==> src/rtl/uart_txarb_pkg.sv <==
// Shared definitions for the uart_m transmit arbiter: FSM encoding, index width, clog2 helper.
// The optional send watchdog is enabled by defining UARTTXARB_TIMEOUT_EN.
package uart_txarb_pkg;

    // `define UARTTXARB_TIMEOUT_EN

    localparam int GW = 3;

    typedef enum logic [1:0] {
        IDLE     = 2'd0,
        WAITBUSY = 2'd1,
        WAITIDLE = 2'd2
    } state_t;

    function automatic int clog2(input int v);
        int r;
        r = 0;
        for (int i = 0; i < 31; i++) begin
            if ((1 << i) < v) r = i + 1;
        end
        return r;
    endfunction

endpackage

==> src/rtl/uart_txarb_rr_pick.sv <==
// Combinational round-robin picker: first set req bit at or above ptr, wrapping modulo NREQ.
// Zero latency; valid is low when no request is pending.
module rr_pick_m
    import uart_txarb_pkg::*;
#(
    parameter int NREQ = 4
) (
    input  logic [NREQ-1:0] req,
    input  logic [GW-1:0]   ptr,
    output logic            valid,
    output logic [GW-1:0]   idx
);

    logic [NREQ-1:0] rot;
    int              off;
    int              sum;

    always_comb begin
        rot   = NREQ'({req, req} >> ptr);
        valid = 1'b0;
        off   = 0;
        // Scan downward so the smallest offset from ptr wins.
        for (int k = NREQ - 1; k >= 0; k--) begin
            if (rot[k]) begin
                valid = 1'b1;
                off   = k;
            end
        end
        sum = int'(ptr) + off;
        if (sum >= NREQ) sum = sum - NREQ;
        idx = GW'(sum);
    end

endmodule

==> src/rtl/uart_txarb_m.sv <==
// Round-robin byte scheduler for one uart_m: load/ack/d/grant registered one cycle after req is sampled.
// No new grant until txbusy has risen and fallen; UARTTXARB_TIMEOUT_EN adds a watchdog on txbusy rising.
module uart_txarb_m
    import uart_txarb_pkg::*;
#(
    parameter int NREQ     = 4,
    parameter int TOCYCLES = 63
) (
    input  logic              clk,
    input  logic              rst,
    input  logic [NREQ-1:0]   req,
    input  logic [8*NREQ-1:0] reqd,
    output logic [NREQ-1:0]   ack,
    output logic              load,
    output logic [7:0]        d,
    input  logic              txbusy,
    output logic [GW-1:0]     grant,
    output logic              active,
    output logic              err
);

    state_t          state, state_nxt;
    logic [GW-1:0]   ptr, ptr_nxt, grant_nxt, win;
    logic [7:0]      d_nxt, win_byte;
    logic [NREQ-1:0] ack_nxt;
    logic            load_nxt, active_nxt, win_vld;

    if (NREQ < 2 || NREQ > 8 || TOCYCLES < 1) begin : g_param_chk
        $error("uart_txarb_m: NREQ must be 2..8 and TOCYCLES at least 1");
    end

    rr_pick_m #(.NREQ(NREQ)) u_pick (
        .req   (req),
        .ptr   (ptr),
        .valid (win_vld),
        .idx   (win)
    );

    always_comb begin
        win_byte = 8'h00;
        for (int i = 0; i < NREQ; i++) begin
            if (win == GW'(i)) win_byte = reqd[8*i +: 8];
        end
    end

`ifdef UARTTXARB_TIMEOUT_EN
    localparam int CNTW = clog2(TOCYCLES + 1);
    logic [CNTW-1:0] cnt, cnt_nxt;
    logic            err_nxt;
`endif

    always_comb begin
        state_nxt  = state;
        ptr_nxt    = ptr;
        grant_nxt  = grant;
        d_nxt      = d;
        ack_nxt    = '0;
        load_nxt   = 1'b0;
        active_nxt = active;
`ifdef UARTTXARB_TIMEOUT_EN
        cnt_nxt    = cnt;
        err_nxt    = 1'b0;
`endif
        case (state)
            IDLE: begin
                // A busy UART here is a foreign or pre-reset frame: let it drain first.
                if (win_vld && !txbusy) begin
                    state_nxt  = WAITBUSY;
                    d_nxt      = win_byte;
                    grant_nxt  = win;
                    load_nxt   = 1'b1;
                    active_nxt = 1'b1;
                    for (int i = 0; i < NREQ; i++) ack_nxt[i] = (win == GW'(i));
                    ptr_nxt    = (win == GW'(NREQ - 1)) ? '0 : win + 1'b1;
`ifdef UARTTXARB_TIMEOUT_EN
                    cnt_nxt    = '0;
`endif
                end
            end
            WAITBUSY: begin
                if (txbusy) begin
                    state_nxt = WAITIDLE;
                end
`ifdef UARTTXARB_TIMEOUT_EN
                else if (cnt == CNTW'(TOCYCLES - 1)) begin
                    err_nxt    = 1'b1;
                    active_nxt = 1'b0;
                    state_nxt  = IDLE;
                end else begin
                    cnt_nxt = cnt + 1'b1;
                end
`endif
            end
            WAITIDLE: begin
                if (!txbusy) begin
                    active_nxt = 1'b0;
                    state_nxt  = IDLE;
                end
            end
            default: state_nxt = IDLE;
        endcase
    end

    always_ff @(posedge clk or posedge rst) begin
        if (rst) begin
            state  <= IDLE;
            ptr    <= '0;
            grant  <= '0;
            d      <= 8'h00;
            ack    <= '0;
            load   <= 1'b0;
            active <= 1'b0;
`ifdef UARTTXARB_TIMEOUT_EN
            cnt    <= '0;
            err    <= 1'b0;
`endif
        end else begin
            state  <= state_nxt;
            ptr    <= ptr_nxt;
            grant  <= grant_nxt;
            d      <= d_nxt;
            ack    <= ack_nxt;
            load   <= load_nxt;
            active <= active_nxt;
`ifdef UARTTXARB_TIMEOUT_EN
            cnt    <= cnt_nxt;
            err    <= err_nxt;
`endif
        end
    end

`ifndef UARTTXARB_TIMEOUT_EN
    assign err = 1'b0;
`endif

endmodule
==> config.mk <==
export PLATFORM = sky130hd
export DESIGN_NAME = uart_txarb_m
export DESIGN_NICKNAME = d
export VERILOG_FILES = /design/src/rtl/uart_txarb_pkg.sv /design/src/rtl/uart_txarb_rr_pick.sv /design/src/rtl/uart_txarb_m.sv
export SDC_FILE = /design/constraint.sdc
export NUM_CORES = 1
export LEC_CHECK = 0
export BUFFER_PORTS_ARGS = -buffer_cell sky130_fd_sc_hd__buf_2
export CAP_MARGIN = 20
export CORE_MARGIN = 2
export CORE_UTILIZATION = 48
export DETAILED_ROUTE_END_ITERATION = 8
export PLACE_DENSITY_LB_ADDON = 0.25
export SYNTH_ARGS = -nofsm -noshare
export SYNTH_HDL_FRONTEND = slang
export SYNTH_SLANG_ARGS = --single-unit
==> constraint.sdc <==
create_clock -name clk -period 4.1 [get_ports clk]
set_input_delay 1.025 -clock clk [delete_from_list [all_inputs] [get_ports clk]]
set_output_delay 1.025 -clock clk [all_outputs]
set_load 0.01 [all_outputs]
==> flow_summary.json <==
{
  "status": "finished clean",
  "max_slew_margin_pct": 46.5,
  "setup_tns_ps": 0,
  "core-area_mm2": 0.00278,
  "drive_above_1_share_pct": 44.8,
  "worst_setup_path_start_kind": "primary input",
  "dr_total_vias": 1252,
  "reg2reg_from": "ptr[0]",
  "setup_ws_ps": 532,
  "critPathMaxFanout": 8,
  "clock_latency_ps": 310,
  "synth-simple-area-share_pct": 18.5,
  "netlist.area_leader.share_pct": 38.6,
  "hold_violations": 0,
  "period_needed_ps": 3570,
  "critPathLaunch": "req[0]",
  "rows": 19,
  "required_ps": 4300,
  "path_cells": "buf_2, or3b_2, o21ai_0, o21ai_0, nand3_1, ha_1, fa_1, ha_1, nor2_1, a311oi_1, mux2_2",
  "cts.htree.levels": 1,
  "grt_pass1_wl_mm": 5.06,
  "synth_fa_ha_area_share_pct": 6.67,
  "crit_buf_inv": 1,
  "grt_overflow": 0,
  "min-delay-start": "d[3]",
  "cts_made_buffers": 3,
  "synth_top_area_cell": "dfrtp_1",
  "synth_warnings": 0,
  "cts_tree": "yes",
  "synth_mux_area_share_pct": 12.0,
  "post_cts_buffers": 0,
  "cp.arrival_ps": 3770,
  "tightest_slew_ps": 801,
  "cts_hold_buf": 0,
  "final_cells": 214,
  "place.gp.congestion": 0.831,
  "utilization_pct": 61.8,
  "synth.distinct_cells": 42,
  "skew_ps": 10.9,
  "grt_pass1_vias": 1175,
  "finalInstanceArea_mm2": 0.00172,
  "power_mw": 1.56,
  "drv_slew": 0,
  "synthTopCellsByArea": "dfrtp_1 39%, mux2_2 7.1%, ha_1 5.3%",
  "p_leak_nw": 0.835,
  "syn_inst": 132,
  "io_pins": 57,
  "grt_use_total_pct": 19.3,
  "critPathSlowestCell": "fa_1",
  "syn2layout_area_growth_pct": 20.4,
  "die_y_um": 58.5,
  "firstDrtPassIters": 4,
  "crit_path_max_incr_delay_ps": 480,
  "post-route-drc-count": 0,
  "final_antenna_net_count": 0,
  "period_share_pct": 87.0,
  "place_ws_ps": 212,
  "start_util_pct": 51.3,
  "portBuffers": 55,
  "clock_path_buffers": 2,
  "p_per_area_mw_per_mm2": 909,
  "die-area_mm2": 0.00342,
  "grt_max_degree": 23,
  "critPathKind": "in -> reg",
  "synth_top_family_by_area": "simple AND/OR/NAND/NOR gates",
  "setup_viol": 0,
  "vias_per_cell": 5.85,
  "cts.sinks": 22,
  "drtIter0Drc": 37,
  "synth_fp_nets": 178,
  "synth_xor_area_share_pct": 0.614,
  "antenna_found_initial": 0,
  "diodes": 0,
  "nets": 231,
  "synth_area_mm2": 0.00143,
  "rsz0062_at_grt": "no",
  "path_clk_slew_ps": 120,
  "hold_slack_ps": 521,
  "fp.dieW_um": 58.5,
  "synth_area_per_cell_um2": 10.8,
  "hpwl_mm": 2.46,
  "clock.fmax_mhz": 280,
  "root_buffer": "clkbuf_4",
  "wl_per_cell_um": 15.1,
  "dp.cells": 211,
  "cts_resized": 0,
  "yosysSeqAreaShare_pct": 38.6,
  "cap_violations": 0,
  "routed_wl_mm": 3.22,
  "hold_class": "reg -> reg",
  "synth_compound_area_share_pct": 18.1,
  "peakVddDrop_v": 0.000661,
  "post_dp_cell_area_mm2": 0.00170,
  "critPathTopFamily": "simple AND/OR/NAND/NOR gates",
  "cp-end-kind": "flip-flop",
  "synth_seq_cells": 22
}
-- metal layers --
metal	track usage [%]	share of wire, %	vias to the layer above
li1	-	-	590
met1	24.6	43	604
met2	32.1	50	52
met3	3.96	5.9	6
met4	7.31	1.5	0
met5	0	0	-
-- synth_stat cells --
cell type / n
nand3_1: 2
ha_1: 6
nor2b_4: 1
a311oi_4: 1
nand3b_1: 9
and3_2: 4
o311ai_0: 1
o2bb2ai_4: 1
and3_1: 1
o22ai_1: 8
buf_1: 2
nand2_1: 12
nor4b_1: 2
xor2_1: 1
o21ai_0: 4
or3b_2: 1
a2111oi_2: 1
a311oi_1: 8
a21boi_0: 1
and2_1: 1
dfrtp_1: 22
nand2b_1: 2
a211oi_1: 1
or3_1: 1
conb_1: 1
nand4_1: 1
mux2_4: 4
buf_6: 2
nand4bb_1: 1
nand3b_2: 1
inv_2: 1
mux2_2: 9
nor2_1: 3
a21oi_1: 2
mux2i_1: 1
clkbuf_1: 2
o31ai_1: 1
clkinv_1: 1
inv_1: 6
a21o_1: 1
fa_1: 1
buf_4: 1
-- cell families after synthesis --
group | count (synthesis)
AOI/OAI and AO/OA | 30
DFF | 22
xor gates and xnor gates | 1
adders and majority gates | 7
other | 1
muxes | 14
and+or+nand+nor | 42
buffers and inverters | 15
-- area by class of cell --
type / count / area (µm²)
Timing Repair Buffer: 55 / 275
Multi-Input combinational cell: 95 / 801
Sequential cell: 22 / 551
Fill cell: 247 / 1060
Clock buffer: 3 / 22.5
Tap cell: 31 / 38.8
Inverter: 8 / 30.0
-- registers in the layout, summed over array words and instances, names as in the netlist --
| signal | flops |
|---|---|
| d | 8 |
| grant | 3 |
| load | 1 |
| state | 2 |
| ptr | 3 |
| active | 1 |
| ack | 4 |
-- worst paths after layout --
path                               end  slack, ps  cells after the start
worst max-delay path              d[4]        530                     11
worst min-delay path              d[3]        520                      1
worst max register to register    d[4]        770                     10
worst min register to register    d[3]        520                      1
max in group asynchronous       active       2750                      2
min in group asynchronous       ack[2]        840                      2
-- power breakdown --
group	total [mW]	switching [mW]	internal, mW
clock	0.0993	0.0650	0.0344
combinational	1.08	0.555	0.521
sequential	0.386	0.0730	0.313
total	1.56	0.693	0.869
-- worst reg2reg max path: stages, from the launching register on --
cell and delay (ps):
dfrtp_1 550, or3b_2 510, o21ai_0 80, o21ai_0 90, nand3_1 110, ha_1 180, fa_1 480, ha_1 260
nor2_1 480, a311oi_1 180, mux2_2 300
-- layout by cell type, fill, tap and decap left out, types with 2 or more instances in the layout --
master / n
buf_2: 55
dfrtp_1: 22
nand2_1: 12
nand3b_1: 9
mux2_2: 9
o22ai_1: 8
a311oi_1: 8
inv_1: 6
ha_1: 6
mux2_4: 4
o21ai_0: 4
and3_2: 4
nor2_1: 3
clkbuf_4: 3
nand2b_1: 2
a21oi_1: 2
nor4b_1: 2
nand3_1: 2
Note: power is estimated with default switching activity, not from simulation.
